File: src/rtl/ace_ccu_path_demux.sv
// Routes one ACE slave port to a bypass port (0) or the CCU port (1), keeping W
// beats behind their AW and locking each direction to one port while busy.
package ace_ccu_path_demux_pkg;
  typedef struct packed {
    logic [3:0]  id;
    logic [31:0] addr;
    logic [7:0]  len;
  } ax_chan_t;

  typedef struct packed {
    logic [31:0] data;
    logic        last;
  } w_chan_t;

  typedef struct packed {
    logic [3:0] id;
    logic [1:0] resp;
  } b_chan_t;

  typedef struct packed {
    logic [3:0]  id;
    logic [31:0] data;
    logic [1:0]  resp;
    logic        last;
  } r_chan_t;

  typedef struct packed {
    ax_chan_t aw;
    logic     aw_valid;
    w_chan_t  w;
    logic     w_valid;
    logic     b_ready;
    ax_chan_t ar;
    logic     ar_valid;
    logic     r_ready;
  } req_t;

  typedef struct packed {
    logic    aw_ready;
    logic    ar_ready;
    logic    w_ready;
    b_chan_t b;
    logic    b_valid;
    r_chan_t r;
    logic    r_valid;
  } resp_t;
endpackage

module ace_ccu_path_demux #(
  parameter int unsigned MaxTrans  = 8,
  parameter int unsigned MaxWTrans = 4,
  parameter type slv_req_t  = ace_ccu_path_demux_pkg::req_t,
  parameter type slv_resp_t = ace_ccu_path_demux_pkg::resp_t
) (
  input  logic                  clk_i,
  input  logic                  rst_ni,
  input  slv_req_t              slv_req_i,
  output slv_resp_t             slv_resp_o,
  input  logic                  snoop_aw_trs_i,
  input  logic                  snoop_ar_trs_i,
  output slv_req_t  [1:0]       mst_reqs_o,
  input  slv_resp_t [1:0]       mst_resps_i
);

  localparam int unsigned CntW = $clog2(MaxTrans + 1);
  localparam int unsigned PtrW = (MaxWTrans > 1) ? $clog2(MaxWTrans) : 1;
  localparam int unsigned OccW = $clog2(MaxWTrans + 1);
  localparam logic [CntW-1:0] CntMax = CntW'(MaxTrans);
  localparam logic [OccW-1:0] OccMax = OccW'(MaxWTrans);
  localparam logic [PtrW-1:0] PtrLast = PtrW'(MaxWTrans - 1);

  logic [CntW-1:0] w_cnt_q, w_cnt_d, r_cnt_q, r_cnt_d;
  logic            w_dir_q, w_dir_d, r_dir_q, r_dir_d;
  logic            aw_lock_q, aw_lock_d, aw_sel_q, aw_sel_d;
  logic            ar_lock_q, ar_lock_d, ar_sel_q, ar_sel_d;
  logic [MaxWTrans-1:0] wf_mem_q, wf_mem_d;
  logic [PtrW-1:0] wf_rd_q, wf_rd_d, wf_wr_q, wf_wr_d;
  logic [OccW-1:0] wf_cnt_q, wf_cnt_d;

  logic aw_sel, aw_stall, aw_go, aw_hs;
  logic ar_sel, ar_stall, ar_go, ar_hs;
  logic wf_full, wf_head, w_open, w_last_hs;
  logic b_hs, r_last_hs;

  // A held (locked) request is never re-evaluated against the stall terms.
  always_comb begin
    aw_sel   = aw_lock_q ? aw_sel_q : snoop_aw_trs_i;
    wf_full  = (wf_cnt_q == OccMax);
    aw_stall = !aw_lock_q && (((w_cnt_q != '0) && (aw_sel != w_dir_q)) ||
                              (w_cnt_q == CntMax) || wf_full);
    aw_go    = rst_ni && slv_req_i.aw_valid && !aw_stall;
    aw_hs    = aw_go && mst_resps_i[aw_sel].aw_ready;

    ar_sel   = ar_lock_q ? ar_sel_q : snoop_ar_trs_i;
    ar_stall = !ar_lock_q && (((r_cnt_q != '0) && (ar_sel != r_dir_q)) ||
                              (r_cnt_q == CntMax));
    ar_go    = rst_ni && slv_req_i.ar_valid && !ar_stall;
    ar_hs    = ar_go && mst_resps_i[ar_sel].ar_ready;

    wf_head   = wf_mem_q[wf_rd_q];
    w_open    = rst_ni && (wf_cnt_q != '0);
    w_last_hs = w_open && slv_req_i.w_valid && mst_resps_i[wf_head].w_ready &&
                slv_req_i.w.last;
    b_hs      = rst_ni && mst_resps_i[w_dir_q].b_valid && slv_req_i.b_ready;
    r_last_hs = rst_ni && mst_resps_i[r_dir_q].r_valid && slv_req_i.r_ready &&
                mst_resps_i[r_dir_q].r.last;
  end

  always_comb begin
    slv_resp_o = '0;
    mst_reqs_o = '0;
    for (int p = 0; p < 2; p++) begin
      mst_reqs_o[p].aw = slv_req_i.aw;
      mst_reqs_o[p].w  = slv_req_i.w;
      mst_reqs_o[p].ar = slv_req_i.ar;
    end
    mst_reqs_o[aw_sel].aw_valid = aw_go;
    slv_resp_o.aw_ready         = rst_ni && !aw_stall && mst_resps_i[aw_sel].aw_ready;
    mst_reqs_o[wf_head].w_valid = w_open && slv_req_i.w_valid;
    slv_resp_o.w_ready          = w_open && mst_resps_i[wf_head].w_ready;
    mst_reqs_o[w_dir_q].b_ready = rst_ni && slv_req_i.b_ready;
    slv_resp_o.b                = mst_resps_i[w_dir_q].b;
    slv_resp_o.b_valid          = rst_ni && mst_resps_i[w_dir_q].b_valid;
    mst_reqs_o[ar_sel].ar_valid = ar_go;
    slv_resp_o.ar_ready         = rst_ni && !ar_stall && mst_resps_i[ar_sel].ar_ready;
    mst_reqs_o[r_dir_q].r_ready = rst_ni && slv_req_i.r_ready;
    slv_resp_o.r                = mst_resps_i[r_dir_q].r;
    slv_resp_o.r_valid          = rst_ni && mst_resps_i[r_dir_q].r_valid;
  end

  always_comb begin
    aw_lock_d = aw_lock_q;
    aw_sel_d  = aw_sel_q;
    if (aw_hs) begin
      aw_lock_d = 1'b0;
    end else if (aw_go) begin
      aw_lock_d = 1'b1;
      aw_sel_d  = aw_sel;
    end
    ar_lock_d = ar_lock_q;
    ar_sel_d  = ar_sel_q;
    if (ar_hs) begin
      ar_lock_d = 1'b0;
    end else if (ar_go) begin
      ar_lock_d = 1'b1;
      ar_sel_d  = ar_sel;
    end

    // A response with nothing outstanding is dropped rather than wrapping the counter.
    w_dir_d = aw_hs ? aw_sel : w_dir_q;
    w_cnt_d = w_cnt_q;
    if (aw_hs && !(b_hs && (w_cnt_q != '0))) begin
      w_cnt_d = w_cnt_q + CntW'(1);
    end else if (!aw_hs && b_hs && (w_cnt_q != '0)) begin
      w_cnt_d = w_cnt_q - CntW'(1);
    end
    r_dir_d = ar_hs ? ar_sel : r_dir_q;
    r_cnt_d = r_cnt_q;
    if (ar_hs && !(r_last_hs && (r_cnt_q != '0))) begin
      r_cnt_d = r_cnt_q + CntW'(1);
    end else if (!ar_hs && r_last_hs && (r_cnt_q != '0)) begin
      r_cnt_d = r_cnt_q - CntW'(1);
    end

    wf_mem_d = wf_mem_q;
    wf_wr_d  = wf_wr_q;
    wf_rd_d  = wf_rd_q;
    wf_cnt_d = wf_cnt_q;
    if (aw_hs) begin
      wf_mem_d[wf_wr_q] = aw_sel;
      wf_wr_d = (wf_wr_q == PtrLast) ? '0 : wf_wr_q + PtrW'(1);
    end
    if (w_last_hs) begin
      wf_rd_d = (wf_rd_q == PtrLast) ? '0 : wf_rd_q + PtrW'(1);
    end
    if (aw_hs && !w_last_hs) begin
      wf_cnt_d = wf_cnt_q + OccW'(1);
    end else if (!aw_hs && w_last_hs) begin
      wf_cnt_d = wf_cnt_q - OccW'(1);
    end
  end

  always_ff @(posedge clk_i) begin
    if (!rst_ni) begin
      w_cnt_q   <= '0;
      r_cnt_q   <= '0;
      w_dir_q   <= 1'b0;
      r_dir_q   <= 1'b0;
      aw_lock_q <= 1'b0;
      aw_sel_q  <= 1'b0;
      ar_lock_q <= 1'b0;
      ar_sel_q  <= 1'b0;
      wf_mem_q  <= '0;
      wf_rd_q   <= '0;
      wf_wr_q   <= '0;
      wf_cnt_q  <= '0;
    end else begin
      w_cnt_q   <= w_cnt_d;
      r_cnt_q   <= r_cnt_d;
      w_dir_q   <= w_dir_d;
      r_dir_q   <= r_dir_d;
      aw_lock_q <= aw_lock_d;
      aw_sel_q  <= aw_sel_d;
      ar_lock_q <= ar_lock_d;
      ar_sel_q  <= ar_sel_d;
      wf_mem_q  <= wf_mem_d;
      wf_rd_q   <= wf_rd_d;
      wf_wr_q   <= wf_wr_d;
      wf_cnt_q  <= wf_cnt_d;
    end
  end

  b_no_underflow: assert property (@(posedge clk_i) disable iff (!rst_ni)
    !(b_hs && (w_cnt_q == '0)));
  r_no_underflow: assert property (@(posedge clk_i) disable iff (!rst_ni)
    !(r_last_hs && (r_cnt_q == '0)));

endmodule

File: config.mk
export PLATFORM = sky130hd
export DESIGN_NAME = ace_ccu_path_demux
export DESIGN_NICKNAME = d
export VERILOG_FILES = /design/src/rtl/ace_ccu_path_demux.sv
export SDC_FILE = /design/constraint.sdc
export NUM_CORES = 1
export LEC_CHECK = 0
export ABC_AREA = 1
export CAP_MARGIN = 20
export CORE_AREA = 2 2 208 210
export DETAILED_ROUTE_END_ITERATION = 8
export DIE_AREA = 0 0 210 212
export GPL_ROUTABILITY_DRIVEN = 0
export MAX_ROUTING_LAYER = met4
export PLACE_DENSITY = 0.39
export SLEW_MARGIN = 20
export SYNTH_ARGS = -nofsm -noshare
export SYNTH_HDL_FRONTEND = slang
export SYNTH_SLANG_ARGS = --single-unit
File: constraint.sdc
create_clock -name clk_i -period 5.5 [get_ports clk_i]
set_clock_uncertainty 0.1 [all_clocks]
set_input_delay 1.1 -clock clk_i [delete_from_list [all_inputs] [get_ports clk_i]]
set_output_delay 1.1 -clock clk_i [all_outputs]
set_load 0.03 [all_outputs]
# == Word level (Yosys, flattened, before mapping) ==
# Index checks and enable logic that the tools add are counted.
# totals
out_inout_bits,302
register_bits,25
# op_classes
mux,40
n_bitwise,3
n_reduce_logical,64
n_eq_ne,7
order_cmp,13
add_sub_neg,8
# ops
op,n
$bwmux 252,5
$demux 126 s1,5
$mux 48,3
$mux 47,3
$mux 50,2
$mux 49,2
$mux 82,1
$mux 40,2
$logic_and 1x1->1,42
$mux 4,4
$lt 1x2->1 const B,5
$logic_not 1->1,9
$add 4x1->4 const B,2
$eq 4x4->1 const B,2
$reduce_bool 4->1,2
$sub 4x1->4 const B,2
$lt 2x3->1 const B,2
$mux 2,3
$mux 3,2
$reduce_bool 2->1,3
$ge 1x1->1 const B,5
$mux 1,5
$add 2x1->2 const B,2
$bwmux 4,1
other kinds (13),21

# == Logic depth before layout (Yosys ltp) ==
# Gate-level depths: netlist (run 1).
# logic_depth
ltp_word,14
depth_mapped,17
ltp_nobuf,17

# == Worst setup path after synthesis (run 1) ==
# Ideal clock, no wire load.
# synth_path
path_type,input -> output
from,input port snoop_aw_trs_i
to,output port mst_reqs_o[81] (netlist bit)
n_path_buf,0
slack_ps,2279
cell_stages,8
t_required_ps,4300
arrival_ps,2021
cell_sequence,inv_1 nand2_1 nand3_2 nand3_2 nand3_2 nand2_2 nand3_1 nor2_1
# synth_rtl
element,line,text
start: declaration,59,"input logic snoop_aw_trs_i,"
end: declaration,61,"output slv_req_t [1:0] mst_reqs_o,"

==> impl_metrics.toml, run 1 <==
[cells_and_area]
final_layout_size_suffix_gt1_share_pct = 6.69
synthToLayoutAreaGrowth_pct = 15.6
layout.cells.most_common_list = "sky130_fd_sc_hd__nand2_1, sky130_fd_sc_hd__clkdlybuf4s50_1, sky130_fd_sc_hd__inv_1, sky130_fd_sc_hd__nor2_1, sky130_fd_sc_hd__dfxtp_1"
finish.net_count = 797
layout_commonest_cell = "sky130_fd_sc_hd__nand2_1"

[routing]
drt_pre_antenna_iters = 4
postRouteAntennaNets = 0
vias = 3123
post-route-drc-count = 0
number_of_drc_markers_after_the_initial_detailed_route_iteration = 117
vias_per_cell = 2.84
wire_per_inst_um = 12.7
route.final.wire_length_mm = 14.0

[setup_path]
sequence_of_cells_on_the_critical_path = "clkdlybuf4s50_1, inv_1, nand2_1, nand3_2, nand3_2, nand3_2, nand2_2, nand2_1, nor2_1, clkdlybuf4s50_1"
critical-path-slowest-cell = "sky130_fd_sc_hd__clkdlybuf4s50_1"
critPathMaxFanout = 5
crit_path_max_incr_delay_ps = 750
path_common_cell = "sky130_fd_sc_hd__nand3_2"
worstSetupStartpointType = "input pin"
critical_path_required_ps = 4300
worst_setup_path_end_kind = "output port"
worstPathArrival_ps = 3240
worstSetupPathType = "in -> out"

[synthesis]
postSynth.asyncResetShare_pct = 0
synth_fp_nets = 872
synth_compound_area_share_pct = 6.14
syn_area_per_cell_um2 = 6.45
yosys_most_used_dff = "sky130_fd_sc_hd__dfxtp_1"
synth_cell_type_count = 35
synth_fa_ha_area_share_pct = 4.57
synth_area_leaders = "sky130_fd_sc_hd__buf_4, sky130_fd_sc_hd__nand2_1, sky130_fd_sc_hd__dfxtp_1"
synthesis.instances = 629
synth_seq_cells = 25
synthDominantAreaCellType = "sky130_fd_sc_hd__buf_4"
synth-xor-area-share_pct = 0.648
synth_mux_area_share_pct = 0
synth_top_family_by_area = "buffers and inverters"
synth_enable_flop_cells = 0
synth_area_um2 = 4060
simple_logic_cell_fraction_of_the_synthesized_area_pct = 26.1
synth-seq-area-share_pct = 12.3
fraction_of_post_synthesis_cell_area_in_the_top_cell_type_by_area_pct = 45.0
yosysWarningCount = 0

[global_route]
grt.met2_usage_pct = 10.4
grt_pass1_wl_mm = 19.7
globalRouteOverflowTotal = 0
grt_max_degree = 46
busiest_layer = "met2"
grt_use_met1_pct = 5.77
globalRouteTotalUtil_pct = 6.12
groute.layer.met3.usage_pct = 2.73
via_count_of_the_first_global_routing_pass = 3220
antenna_found_initial = 2

[pwr]
pwr_density_cell_nw_per_um2 = 215
fin_total_pwr_mw = 1.01
static-leakage-power_nw = 1.87
ir_drop_uv = 80.3

[cts]
cts.hold.buffers_added = 0
clock_sink_count = 25
clk_transition_reported_paths_ps = 80
worst_skew_pair.late_latency_ps = 270
clock_tree_from_tritoncts = "done"
total_clock_buffers_created_by_cts = 3
clock_tree.htree_level_count = 1
post-cts-setup-buffer-count = 0
cts.path.max_buffers = 2
cts.repair.resized = 0
root_buffer = "sky130_fd_sc_hd__clkbuf_16"

[sta]
rsz0062_at_grt = "no"
whs_ps = 368
finalHoldViolations = 0
max-slew-margin-rel_pct = 64.5
setup-violations-final = 0
drv_slew = 0
setup_total_negative_slack_ps = 0
max_clock_freq_mhz = 225
post-route-min-period_ps = 4440
post-route-period-util_pct = 80.7
tightestPinTransition_ps = 532

[die]
rows = 76
top_level_port_count = 532
die_x_um = 210
dieHeight_um = 212
start_util_pct = 9.54
dieArea_um2 = 44500
core_um2 = 42500

[status]
outcome = "complete, no violations"

[worst_hold_path]
hold_class = "reg -> reg"

[run]
cap_viol_max_count = 0

[placed_design]
hpwl_mm = 12.1
portBuffers = 171
==> power breakdown <==
part | leakage, nW | switching [mW] | internal (mW) | total (mW)
clock network | 0.0371 | 0.0790 | 0.0993 | 0.178
registers | 0.204 | 0.0301 | 0.211 | 0.241
logic | 1.63 | 0.338 | 0.252 | 0.590
total | 1.87 | 0.447 | 0.563 | 1.01
==> sequential cells by signal, summed over array words and instances, names as in the netlist <==
| signal | cells |
|---|---|
| wf_rd_q | 2 |
| w_cnt_q | 4 |
| wf_wr_q | 2 |
| ar_lock_q | 1 |
| r_dir_q | 1 |
| aw_lock_q | 1 |
| aw_sel_q | 1 |
| wf_mem_q | 4 |
| ar_sel_q | 1 |
| wf_cnt_q | 3 |
| w_dir_q | 1 |
| r_cnt_q | 4 |
==> worst max-delay path: cells and delay by family <==
kind          cells  cell delay (ps)
simple gates      7              780
buf+inv           3             1340
==> routing by layer <==
layer | wire length, um | vias to the layer above
li1 | - | 1538
met4 | 848 | 0
met5 | 0 | -
met1 | 4940 | 1227
met3 | 1650 | 93
met2 | 6580 | 265
==> per-stage QoR <==
step	cell area (um2)	cells	utilization (%)	worst slack, ps
3_3_place_gp	4600	1095	10.8	963
5_1_grt	4690	1101	11.0	880
2_1_floorplan	4060	629	-	2280
3_5_place_dp	4600	1095	10.8	983
6_report	4690	1101	11.0	1060
4_1_cts	4690	1099	11.0	958
==> cell families (layout without fill, tap and decap cells) <==
group	count (synthesis)	after routing
flops	25	25
buf+inv	297	221
simple gates	245	245
fa+ha+maj	13	13
compound gates	46	46
other cells	0	2
xor+xnor	3	3
==> path summary, 6_finish.rpt <==
check | depth (start not counted) | slack, ps | end | start
max | 10 | 1060 | slv_resp_o[49] | snoop_aw_trs_i
min | 2 | 370 | wf_mem_q[3] | wf_mem_q[3]
max reg2reg | 15 | 2730 | r_cnt_q[3] | r_dir_q
min reg2reg | 2 | 370 | wf_mem_q[3] | wf_mem_q[3]
==> area by class of cell <==
cell class	instances	area (um2)
sequential	25	502
antenna	2	5.00
fill	4975	37800
inverter	42	158
timing repair buffer	175	1740
tap	546	683
clock buffer	3	75.1
clock inverter	1	7.51
multi-input combinational	307	1520
==> cell usage after synthesis (5+ instances only) <==
master                       n
sky130_fd_sc_hd__nand2_1   176
sky130_fd_sc_hd__inv_1      35
sky130_fd_sc_hd__clkbuf_1    8
sky130_fd_sc_hd__nor2_1     29
sky130_fd_sc_hd__a21oi_1    19
sky130_fd_sc_hd__dfxtp_1    25
sky130_fd_sc_hd__nand3_2     5
sky130_fd_sc_hd__inv_2       7
sky130_fd_sc_hd__o21ai_0    13
sky130_fd_sc_hd__nand2_2     6
sky130_fd_sc_hd__o21ai_1     7
sky130_fd_sc_hd__buf_4     243
sky130_fd_sc_hd__nand3_1    12
sky130_fd_sc_hd__ha_1       10
Power figures use the tool's default switching activity.
==> run 2, diff against run 1 <==
--- a/config.mk
+++ b/config.mk
@@ -7,12 +7,12 @@
 export LEC_CHECK = 0
 export ABC_AREA = 1
 export CAP_MARGIN = 20
-export CORE_AREA = 2 2 208 210
+export CORE_AREA = 2 2 206 208
 export DETAILED_ROUTE_END_ITERATION = 8
-export DIE_AREA = 0 0 210 212
+export DIE_AREA = 0 0 208 210
 export GPL_ROUTABILITY_DRIVEN = 0
 export MAX_ROUTING_LAYER = met4
-export PLACE_DENSITY = 0.39
+export PLACE_DENSITY = 0.41
 export SLEW_MARGIN = 20
 export SYNTH_ARGS = -nofsm -noshare
 export SYNTH_HDL_FRONTEND = slang
==> constraint.sdc (replaced) <==
create_clock -name clk_i -period 3.8 [get_ports clk_i]
set_clock_uncertainty 0.1 [all_clocks]
set_input_delay 0.76 -clock clk_i [delete_from_list [all_inputs] [get_ports clk_i]]
set_output_delay 0.76 -clock clk_i [all_outputs]
set_load 0.03 [all_outputs]
==> run 2 against run 1 <==
  * Clock-buffer cell count is the same
  * Worst hold slack gained 12 ps
  * Cell count shrank 0.27%
  * Largest cell class unchanged
  * Largest power group unchanged
==> impl_metrics.toml, run 2 (same netlist as run 1, synthesis figures left out) <==
[global_route]
via_count_of_the_first_global_routing_pass = 3332
globalRouteTotalUtil_pct = 5.85
globalRouteOverflowTotal = 0
grt_pass1_wl_mm = 18.8
antenna_found_initial = 2
grt_max_degree = 26

[cts]
cts.hold.buffers_added = 0
worst_skew_pair.late_latency_ps = 270
cts.repair.resized = 0
clock_tree_from_tritoncts = "done"
root_buffer = "sky130_fd_sc_hd__clkbuf_16"
post-cts-setup-buffer-count = 0
clock_sink_count = 25
clk_transition_reported_paths_ps = 70
total_clock_buffers_created_by_cts = 3
cts.path.max_buffers = 2
clock_tree.htree_level_count = 1

[routing]
postRouteAntennaNets = 0
wire_per_inst_um = 11.9
met1Wirelength_mm = 4.37
route.met2.wl_mm = 6.04
post-route-drc-count = 0
vias = 3207
highest_layer = "met4"
vias_per_cell = 2.92
drt_pre_antenna_iters = 5
route.final.wire_length_mm = 13.0
dr_wl_met3_mm = 1.62
number_of_drc_markers_after_the_initial_detailed_route_iteration = 94

[worst_hold_path]
hold_end = "ar_sel_q"
holdPathStages = 2
worst_hold_startpoint = "ar_sel_q"
hold_class = "reg -> reg"

[die]
rows = 75
dieHeight_um = 210
core_um2 = 41500
top_level_port_count = 532
dieArea_um2 = 43700
start_util_pct = 9.78
die_x_um = 208

[setup_path]
cpLargestDelayFamily = "buffers and inverters"
worstReg2RegEnd = "wf_cnt_q[2]"
critical_path_required_ps = 2940
timing.reg2reg.setup_slack_ps = 1180
worstPathArrival_ps = 2610
worst_setup_path_end_kind = "output port"
crit_path_max_incr_delay_ps = 680
critical-path-slowest-cell = "sky130_fd_sc_hd__clkdlybuf4s50_1"
worst_path_buf_inv = 3
worstSetupStartpointType = "input pin"
r2r_cells = 14
path_common_cell = "sky130_fd_sc_hd__nand3_2"
critPathMaxFanout = 5
origin_of_the_critical_flop_to_flop_path = "w_dir_q"
worstSetupPathType = "in -> out"
sequence_of_cells_on_the_critical_path = "clkdlybuf4s50_1, inv_1, nand2_1, nand3_2, nand3_2, nand3_2, nand2_2, nand2_1, nor2_1, clkdlybuf4s50_1"

[pwr]
cell_internal_pwr_mw = 0.835
seq_power_share_pct = 24.1
pwr_density_cell_nw_per_um2 = 306
ir_drop_uv = 125
power.share.clock_pct = 17.2
static-leakage-power_nw = 1.94
p_sw_mw = 0.627
power_frac_comb_pct = 58.6
netSwitchingFraction_pct = 42.9
fin_total_pwr_mw = 1.46

[sta]
post-route-min-period_ps = 3470
max_clock_freq_mhz = 288
tightestPinTransition_ps = 447
finalHoldViolations = 0
rsz0062_at_grt = "no"
max-slew-margin-rel_pct = 70.1
post-route-period-util_pct = 91.3
drv_slew = 0
setup_total_negative_slack_ps = 0
setup-violations-final = 0

[cells_and_area]
layout.cells.most_common_list = "sky130_fd_sc_hd__nand2_1, sky130_fd_sc_hd__clkdlybuf4s50_1, sky130_fd_sc_hd__inv_1, sky130_fd_sc_hd__nor2_1, sky130_fd_sc_hd__dfxtp_1"
layout_commonest_cell = "sky130_fd_sc_hd__nand2_1"
finish.net_count = 801
synthToLayoutAreaGrowth_pct = 17.7
area_of_all_placed_cells_without_fillers_um2 = 4770
layout.area.seq_um2 = 502
biggestRegsByFlops = "r_cnt_q x4, w_cnt_q x4, wf_mem_q x4"
final_layout_size_suffix_gt1_share_pct = 9.87
fin_cells = 1098
nFillCells = 4847
multiInputGateArea_um2 = 1520
utilization_pct = 11.5

[placed_design]
dpl_cell_area_um2 = 4690
cell_count_after_placement = 1092
hpwl_mm = 11.1
portBuffers = 171

[status]
outcome = "complete, no violations"

[run]
cap_viol_max_count = 0
## run 2: through the flow
| stage | hold WS (ps) | setup WS, ps |
|---|---|---|
| 2_1_floorplan | 338 | 1130 |
| 3_3_place_gp | 363 | 295 |
| 3_5_place_dp | 369 | 301 |
| 4_1_cts | 381 | 294 |
| 5_1_grt | 422 | 208 |
| 6_report | 380 | 332 |
## run 2: area by class of cell
class | count | share of cell area, %
clock buffers | 3 | 1.57
diodes | 2 | 0.105
repair buffers | 179 | 38.5
inverters | 42 | 3.30
multi-input cells | 307 | 31.8
clock inverters | 1 | 0.105
well taps | 539 | 14.1
flip-flops and latches | 25 | 10.5
## run 2: worst max path at each step
stage,slack [ps],startpoint,cells after the start,endpoint
2_1_floorplan,1130,rst_ni,9,wf_cnt_q[1]
3_3_place_gp,290,snoop_aw_trs_i,10,slv_resp_o[49]
3_5_place_dp,300,snoop_aw_trs_i,10,slv_resp_o[49]
4_1_cts,290,snoop_aw_trs_i,10,slv_resp_o[49]
5_1_grt,210,snoop_aw_trs_i,10,slv_resp_o[49]
6_report,330,snoop_aw_trs_i,10,slv_resp_o[49]
## run 2: worst min-delay path, stage by stage, from the launching register on
cell and delay [ps]:
sky130_fd_sc_hd__dfxtp_1 310, sky130_fd_sc_hd__o21ai_0 60, sky130_fd_sc_hd__a21oi_1 60
## run 2: routing by layer
metal | vias up | GRT usage, %
li1 | 1549 | -
met1 | 1313 | 5.27
met2 | 241 | 9.39
met3 | 104 | 2.85
met4 | 0 | 4.79
met5 | - | -
## run 2: power groups by stage
| stage | Clock, mW | Sequential, mW | Combinational [mW] |
|---|---|---|---|
| after detailed placement | 0 | 0.359 | 0.870 |
| after global placement | 0 | 0.359 | 0.867 |
| final | 0.252 | 0.353 | 0.858 |
| after CTS | 0.266 | 0.353 | 0.875 |
| after floorplan | 0 | 0.343 | 0.982 |
| after global routing | 0.274 | 0.361 | 0.956 |
